[config.mk]
export PLATFORM = sky130hd
export DESIGN_NAME = first_stage_fetch_responder
export DESIGN_NICKNAME = d
export VERILOG_FILES = /design/src/rtl/first_stage_fetch_responder.sv
export SDC_FILE = /design/constraint.sdc
export NUM_CORES = 1
export LEC_CHECK = 0
export ABC_AREA = 1
export CAP_MARGIN = 20
export CORE_MARGIN = 8
export CORE_UTILIZATION = 48
export CTS_CLUSTER_DIAMETER = 100
export DETAILED_ROUTE_END_ITERATION = 10
export PLACE_DENSITY = 0.76
export SETUP_SLACK_MARGIN = 0.1
export SLEW_MARGIN = 10
export SYNTH_ARGS = -nofsm -noshare
export SYNTH_HDL_FRONTEND = slang
export SYNTH_SLANG_ARGS = --single-unit
[constraint.sdc]
create_clock -name clock -period 2.85 [get_ports clock]
set_clock_uncertainty 0.2 [all_clocks]
set_input_delay 0.57 -clock clock [delete_from_list [all_inputs] [get_ports clock]]
set_output_delay 0.57 -clock clock [all_outputs]
set_load 0.01 [all_outputs]
[src/rtl/first_stage_fetch_responder.sv]
// Memory-side responder for the first-stage quadrant address generator: queues pixel
// address strobes, reads the input RAM under output-FIFO credit, and fetches B elements.
module first_stage_fetch_responder #(
  parameter int ADDR_W    = 12,
  parameter int B_ADDR_W  = 9,
  parameter int DATA_W    = 8,
  parameter int B_DATA_W  = 16,
  parameter int REQ_DEPTH = 4,
  parameter int OUT_DEPTH = 4
) (
  input  logic                clock,
  input  logic                clear_n,
  input  logic                en,
  input  logic [ADDR_W-1:0]   input_address,
  input  logic                input_address_ready,
  input  logic [B_ADDR_W-1:0] b_element_address,
  input  logic                b_element_requested,
  output logic [ADDR_W-1:0]   mem_addr,
  output logic                mem_rd,
  input  logic [DATA_W-1:0]   mem_data,
  output logic [B_ADDR_W-1:0] bmem_addr,
  output logic                bmem_rd,
  input  logic [B_DATA_W-1:0] bmem_data,
  output logic [DATA_W-1:0]   pixel_data,
  output logic                pixel_valid,
  input  logic                pixel_ready,
  output logic [B_DATA_W-1:0] b_element_data,
  output logic                b_element_valid,
  output logic                busy,
  output logic                overflow
);
  localparam int RP_W = $clog2(REQ_DEPTH);
  localparam int OP_W = $clog2(OUT_DEPTH);
  localparam int CR_W = OP_W + 2;

  logic [ADDR_W-1:0]   req_mem_q [REQ_DEPTH];
  logic [ADDR_W-1:0]   req_mem_d [REQ_DEPTH];
  logic [RP_W-1:0]     req_wr_q, req_wr_d, req_rd_q, req_rd_d;
  logic [RP_W:0]       req_cnt_q, req_cnt_d;
  logic [DATA_W-1:0]   out_mem_q [OUT_DEPTH];
  logic [DATA_W-1:0]   out_mem_d [OUT_DEPTH];
  logic [OP_W-1:0]     out_wr_q, out_wr_d, out_rd_q, out_rd_d;
  logic [OP_W:0]       out_cnt_q, out_cnt_d;
  logic                mem_rd_q, mem_rd_d, rd_pend_q, rd_pend_d, ovf_q, ovf_d;
  logic [ADDR_W-1:0]   mem_addr_q, mem_addr_d;
  logic                bmem_rd_q, bmem_rd_d, b_vld_q, b_vld_d;
  logic [B_ADDR_W-1:0] bmem_addr_q, bmem_addr_d;
  logic [B_DATA_W-1:0] b_hold_q, b_hold_d;

  logic              req_empty, req_full, req_pop, req_push, issue, credit_ok;
  logic              out_empty, out_pop;
  logic [ADDR_W-1:0] req_head;
  logic [CR_W-1:0]   used;

  // An empty request FIFO is bypassed so a strobe can issue in its own cycle.
  always_comb begin
    req_empty = (req_cnt_q == '0);
    req_full  = (req_cnt_q == (RP_W+1)'(REQ_DEPTH));
    req_head  = req_empty ? input_address : req_mem_q[req_rd_q];
    // Credit covers the buffered words plus the read on the bus and the one landing now.
    used      = CR_W'(out_cnt_q) + CR_W'(mem_rd_q) + CR_W'(rd_pend_q);
    credit_ok = (used < CR_W'(OUT_DEPTH));
    issue     = en && (!req_empty || input_address_ready) && credit_ok;
    req_pop   = issue && !req_empty;
    req_push  = input_address_ready && (!req_empty || !issue) && (!req_full || req_pop);
    out_empty = (out_cnt_q == '0);
    out_pop   = !out_empty && pixel_ready;
  end

  always_comb begin
    req_mem_d = req_mem_q;
    req_wr_d  = req_wr_q;
    req_rd_d  = req_rd_q;
    if (req_push) begin
      req_mem_d[req_wr_q] = input_address;
      req_wr_d            = req_wr_q + 1'b1;
    end
    if (req_pop) req_rd_d = req_rd_q + 1'b1;
    req_cnt_d  = req_cnt_q + (RP_W+1)'(req_push) - (RP_W+1)'(req_pop);
    ovf_d      = ovf_q | (input_address_ready & req_full & ~req_pop);
    mem_rd_d   = issue;
    mem_addr_d = issue ? req_head : mem_addr_q;
    rd_pend_d  = mem_rd_q;
  end

  always_comb begin
    out_mem_d = out_mem_q;
    out_wr_d  = out_wr_q;
    out_rd_d  = out_rd_q;
    if (rd_pend_q) begin
      out_mem_d[out_wr_q] = mem_data;
      out_wr_d            = out_wr_q + 1'b1;
    end
    if (out_pop) out_rd_d = out_rd_q + 1'b1;
    out_cnt_d = out_cnt_q + (OP_W+1)'(rd_pend_q) - (OP_W+1)'(out_pop);
  end

  // B path: two-stage pipeline, the RAM word is presented directly on the valid cycle.
  always_comb begin
    bmem_rd_d   = b_element_requested;
    bmem_addr_d = b_element_requested ? b_element_address : bmem_addr_q;
    b_vld_d     = bmem_rd_q;
    b_hold_d    = b_vld_q ? bmem_data : b_hold_q;
  end

  always_ff @(posedge clock or negedge clear_n) begin
    if (!clear_n) begin
      for (int i = 0; i < REQ_DEPTH; i++) req_mem_q[i] <= '0;
      for (int i = 0; i < OUT_DEPTH; i++) out_mem_q[i] <= '0;
      req_wr_q    <= '0;
      req_rd_q    <= '0;
      req_cnt_q   <= '0;
      out_wr_q    <= '0;
      out_rd_q    <= '0;
      out_cnt_q   <= '0;
      mem_rd_q    <= 1'b0;
      mem_addr_q  <= '0;
      rd_pend_q   <= 1'b0;
      ovf_q       <= 1'b0;
      bmem_rd_q   <= 1'b0;
      bmem_addr_q <= '0;
      b_vld_q     <= 1'b0;
      b_hold_q    <= '0;
    end else begin
      req_mem_q   <= req_mem_d;
      out_mem_q   <= out_mem_d;
      req_wr_q    <= req_wr_d;
      req_rd_q    <= req_rd_d;
      req_cnt_q   <= req_cnt_d;
      out_wr_q    <= out_wr_d;
      out_rd_q    <= out_rd_d;
      out_cnt_q   <= out_cnt_d;
      mem_rd_q    <= mem_rd_d;
      mem_addr_q  <= mem_addr_d;
      rd_pend_q   <= rd_pend_d;
      ovf_q       <= ovf_d;
      bmem_rd_q   <= bmem_rd_d;
      bmem_addr_q <= bmem_addr_d;
      b_vld_q     <= b_vld_d;
      b_hold_q    <= b_hold_d;
    end
  end

  assign mem_rd          = mem_rd_q;
  assign mem_addr        = mem_addr_q;
  assign bmem_rd         = bmem_rd_q;
  assign bmem_addr       = bmem_addr_q;
  assign pixel_valid     = !out_empty;
  assign pixel_data      = out_empty ? '0 : out_mem_q[out_rd_q];
  assign b_element_valid = b_vld_q;
  assign b_element_data  = b_vld_q ? bmem_data : b_hold_q;
  assign overflow        = ovf_q;
  assign busy            = !req_empty || mem_rd_q || rd_pend_q || !out_empty;

endmodule

# After elaboration in Yosys (flattened, before gate mapping)
# Cells that the tools add are included.
# W data, S select, Z words.
[totals]
regBits = 136
latchBits = 0
ram_bits = 0
romBits = 0
in_bits = 51
elab_cells = 83
memories = 0
[classes]
add_sub_neg = 10
multipliers = 0
div = 0
magnitude_cmp = 7
n_eq_ne = 1
n_shift = 0
muxes = 15
n_bitwise = 8
n_reduce_logical = 20
[ops]
columns = ["cell", "n"]
rows = [
  ["$bwmux W48", 1],
  ["$mux W12", 4],
  ["$bwmux W32", 1],
  ["$mux W8", 4],
  ["$bmux W12 S2", 1],
  ["$demux W12 S2", 1],
  ["$bmux W8 S2", 1],
  ["$demux W8 S2", 1],
  ["$mux W16", 1],
  ["$ge A3 B3 Y1 const B", 4],
  ["$not A2 Y3", 4],
  ["$add A2 B1 Y2 const B", 4],
  ["$logic_and A1 B1 Y1", 8],
  ["$add A3 B1 Y3", 2],
  ["$logic_not A3 Y1", 2],
  ["$logic_or A1 B1 Y1", 6],
  ["$lt A3 B1 Y1 const B", 2],
  ["$sub A3 B1 Y3", 2],
  ["$add A3 B1 Y4", 1],
  ["$add A4 B1 Y4", 1],
  ["$logic_not A1 Y1", 4],
  ["$lt A4 B3 Y1 const B", 1],
  ["$eq A3 B3 Y1 const B", 1],
  ["$and A1 B1 Y1", 2],
  ["2 further kinds", 2],
]

# Logic depth before layout (Yosys ltp)
[depth]
ltp_word = 11
depth_mapped = 16
ltp_nobuf = 16

# Worst setup path after synthesis
# No wires, ideal clock.
[synth_path]
path_kind = "reg-to-reg"
start = "register out_cnt_q[0]"
end = "register req_cnt_q[2]"
t_arrival_ns = 2.402
slack_ns = 0.119
path_stages_with_launch = 15
path_buffers = 0
synth_period_minus_slack_ns = 2.731
path_cell_list = "dfrtp_1 ha_1 nand2_1 nand2_1 nand2_1 nand2_1 nor2_2 nand3_1 nand2_4 nand2_1 ha_1 inv_1 ha_1 fa_1 xor2_1"
[synth_between]
elab_chain_len = 10
[synth_rtl]
columns = ["item", "line_no", "source"]
rows = [
  ["start, declared", "43", "logic [OP_W:0] out_cnt_q, out_cnt_d;"],
  ["start signal, assigned", "132", "out_cnt_q <= out_cnt_d;"],
  ["$add A3 B1 Y4 (*)", "61", "used = CR_W'(out_cnt_q) + CR_W'(mem_rd_q) + CR_W'(rd_pend_q);"],
  ["$add A4 B1 Y4 (*)", "61", ""],
  ["$lt A4 B3 Y1 (*)", "62", "credit_ok = (used < CR_W'(OUT_DEPTH));"],
  ["$logic_and A1 B1 Y1 (*)", "63", "issue = en && (!req_empty || input_address_ready) && credit_ok;"],
  ["$logic_not A1 Y1", "65", "req_push = input_address_ready && (!req_empty || !issue) && (!req_full || req_pop);"],
  ["$logic_or A1 B1 Y1", "65", ""],
  ["$logic_and A1 B1 Y1 (2 in a row)", "65", ""],
  ["$add A3 B1 Y3", "79", "req_cnt_d = req_cnt_q + (RP_W+1)'(req_push) - (RP_W+1)'(req_pop);"],
  ["$sub A3 B1 Y3 (*)", "79", ""],
  ["via req_cnt_d[2]", "39", "logic [RP_W:0] req_cnt_q, req_cnt_d;"],
  ["end signal, assigned", "129", "req_cnt_q <= req_cnt_d;"],
  ["end, declared", "39", ""],
]
# Mark *: on every way through the listed nets, which the timed path passes. The rest lies on a longest branch.
# A chain may end at the register's enable or synchronous reset.

# Worst setup path after layout
[layout_path]
start = "register out_rd_q[0]"
end = "output port pixel_data[7]"
[layout_between]
elab_chain_len = 5
[layout_rtl]
columns = ["item", "line_no", "source"]
rows = [
  ["start, declared", "42", "logic [OP_W-1:0] out_wr_q, out_wr_d, out_rd_q, out_rd_d;"],
  ["start signal, assigned", "131", "out_rd_q <= out_rd_d;"],
  ["$not A2 Y3 (not written as such)", "149", "assign pixel_data = out_empty ? '0 : out_mem_q[out_rd_q];"],
  ["$bmux W8 S2", "149", ""],
  ["$mux W8 (not written as such) (2 in a row)", "149", ""],
  ["$mux W8", "149", ""],
  ["end, declared", "24", "output logic [DATA_W-1:0] pixel_data,"],
]
# Every way passes these cells. The select of a mux whose other input is x is not followed.

==> summary.txt <==
Setup path
  – Crit path max-delay family: buffers and inverters
  – Flop2flop setup slack: 0.09 ns
  – Cell depth of the worst setup path: 5
  – CP Buf/Inv Count: 3
  – Worst path slowest cell: clkdlybuf4s50_1
  – Worst EP arrival: 2.00 ns
  – CP peak stage delay: 0.56 ns
  – Worst reg2reg path endpoint: req_cnt_q[2]
  – CP cell instances: buf_12 > inv_6 > o21ai_0 > a21oi_1 > clkdlybuf4s50_1
  – Crit path from: out_rd_q[0]
  – Critical Path Start Type: register
  – Reg2reg path depth: 16
  – CP endpoint: pixel_data[7]
  – Setup crit end kind: output port
  – CP Data Required Time: 2.08 ns
  – Kind of critical path: reg2out
  – Reg-to-reg critical path startpoint: out_cnt_q[0]
  – Crit-path max FO: 17

Synth
  – Synthesized area per cell: 9.152 um^2
  – Synth Register Bits: 136
  – Net Count, Synth: 741
  – Sequential share of the synthesized area: 0.5517
  – Cell Area, Synth: 0.006168 mm^2
  – Number of standard cells after synthesis: 674
  – Synth cell types: 28
  – Yosys Warn Count: 0

STA
  – Fin. max-slew vios: 0
  – F_max: 360.8 MHz
  – Max transition margin: 0.4992
  – Final Cycle Share: 0.9725
  – Total negative setup slack: 0 ns
  – Setup ws final: 0.07851 ns
  – Worst Max-Slew Pin Slew: 0.7465 ns
  – RSZ-0062 raised after global routing: yes
  – Final min period: 2.771 ns
  – Final setup violation count: 0
  – Final Hold Fails: 0

Pwr
  – Switch Pwr: 3601 uW
  – Peak supply drop: 0.0005586 V
  – Logic gate share of total power: 0.425
  – Clock group share of total power: 0.229
  – PD cells: 1156 mW/mm^2
  – Cell-internal power: 5796 uW
  – Sw Ratio: 0.3832
  – LEAKAGE: 0.003843 uW
  – Sequential share of power: 0.346

Final layout
  – Fin nets: 853
  – Share of cells above drive strength 1: 0.1364
  – Most common cell after layout, fill and taps aside: nand2_1
  – Most frequent cells in the layout: nand2_1, dfrtp_1, clkdlybuf4s50_1
  – ANT cells: 0
  – FILL cells: 985
  – Area Overhead vs Synth: 31.76%
  – Final Util: 0.6467

Global routing
  – Total track usage: 0.2028
  – Overflow left after global routing: 0
  – First-pass GRT wire length: 26880 um
  – Vias in the first global route: 5380
  – Largest net degree at the start of global routing: 56
  – Initial antenna violation count: 0

Floorplan
  – # rows: 41
  – Area of the die: 0.01673 mm^2
  – Die Y: 129.4 um
  – IO Count: 102
  – Core area: 0.01257 mm^2
  – Die width: 129.4 um
  – Initial Util: 0.4908

Place
  – Number of port buffers: 101
  – GP Congestion: 0.8058
  – Dpl ws: -0.06117 ns
  – Post-DP HPWL: 10820 um

Clock network
  – CTS tree: yes
  – Worst-skew pair later-pin latency: 0.42 ns
  – Clock slew at reported path FFs: 0.06 ns
  – Maximum root-to-sink buffer count: 2
  – CTS sink cnt: 136
  – H-tree depth: 4
  – CTS root buffer: clkbuf_16
  – Num CTS Buffers: 17

Route
  – Routed Antenna Nets: 0
  – Initial drt markers: 498
  – Wirelength per Cell: 16.92 um
  – DRT Wirelength: 16430 um
  – Vias per inst: 5.442
  – First-pass DRT Iterations: 5
  – DRC Markers: 0
  – Routed vias: 5284

Status
  – Status: finished clean

Flow run
  – # Max-Cap Violations: 0

Worst hold path
  – Worst Hold Class: reg2reg
==> timing repair <==
| item | CTS | global route |
|---|---|---|
| endpoints found under the hold margin | 37 | 0 |
| hold buffers | 1 | 0 |
| setup buffers | 2 | 5 |
| setup endpoints to repair | 10 | 43 |
| resized for setup | 9 | 13 |
| pin swaps | 0 | 8 |
==> kinds of logic (layout without fill, tap and decap cells) <==
group	count (synthesis)	count (layout)	share of synthesized area
mux	25	25	0.04564
buf+inv	73	198	0.04949
flops	136	136	0.5517
fa+ha+maj	16	16	0.03489
xor+xnor	6	6	0.008519
simple gates	312	312	0.2185
compound gates	106	106	0.09128
==> per-layer routing <==
layer,global-route usage,part of all wire,up-vias
met3,0.04273,0.060,36
met1,0.2356,0.39,2590
li1,-,-,2476
met4,0.08846,0.021,0
met2,0.3545,0.53,182
met5,0,0,-
==> worst min-delay path by stage <==
stage,startpoint,end,slack (ns),depth (start not counted)
2_1_floorplan,clear_n,b_element_valid,0.07,0
3_3_place_gp,bmem_rd,b_element_valid,0.17,0
3_5_place_dp,bmem_rd,b_element_valid,0.17,0
4_1_cts,bmem_rd,b_element_valid,0.18,0
5_1_grt,bmem_rd,b_element_valid,0.18,0
6_report,bmem_rd,b_element_valid,0.18,0
==> Yosys cell counts, drive strengths merged <==
library cell / number / area share
buf: 16 / 0.015
mux2: 25 / 0.046
a31oi: 12 / 0.012
fa: 2 / 0.0065
nor3: 1 / 0.0016
ha: 14 / 0.028
nor2: 78 / 0.049
nand4: 48 / 0.049
xor2: 5 / 0.0071
xnor2: 1 / 0.0014
nand3: 10 / 0.011
nand2: 175 / 0.11
o22ai: 12 / 0.012
inv: 31 / 0.019
clkbuf: 25 / 0.015
a21oi: 8 / 0.0065
o21bai: 1 / 0.0012
dfrtp: 136 / 0.55
o21ai: 73 / 0.059
clkinv: 1 / 0.00061
==> state kept, by name (all words and copies together), names as in the netlist, 2 cells and up <==
register,cells
b_hold_q,16
bmem_addr,9
mem_addr,12
out_cnt_q,3
out_mem_q,32
out_rd_q,2
out_wr_q,2
req_cnt_q,3
req_mem_q,48
req_rd_q,2
req_wr_q,2
==> stage by stage <==
stage	cells	hold WS [ns]	cell area (um^2)	total power, uW
2_1_floorplan	674	0.07441	6168	5583
3_3_place_gp	931	0.1655	7402	6868
3_5_place_dp	931	0.1661	7402	7071
4_1_cts	966	0.1787	8034	9305
5_1_grt	971	0.1839	8128	10110
6_report	971	0.1776	8128	9397
==> cell type report <==
type                       instances  area (um^2)  area share
multi-input combinational        465         2505      0.3082
inverter                          32        125.1     0.01539
clock inverter                     8        93.84     0.01155
timing repair buffer             134         1290      0.1587
sequential                       136         3407      0.4192
clock buffer                      24        491.7     0.06050
tap                              172        215.2     0.02648
==> power groups by stage <==
stage | sequential (uW) | clock [uW] | combinational [uW]
6_report | 3250 | 2150 | 3990
5_1_grt | 3350 | 2280 | 4480
4_1_cts | 3280 | 2190 | 3840
3_5_place_dp | 3290 | 0 | 3790
3_3_place_gp | 3240 | 0 | 3620
2_1_floorplan | 3160 | 0 | 2420
No activity file was read; power rests on OpenSTA's default activity.
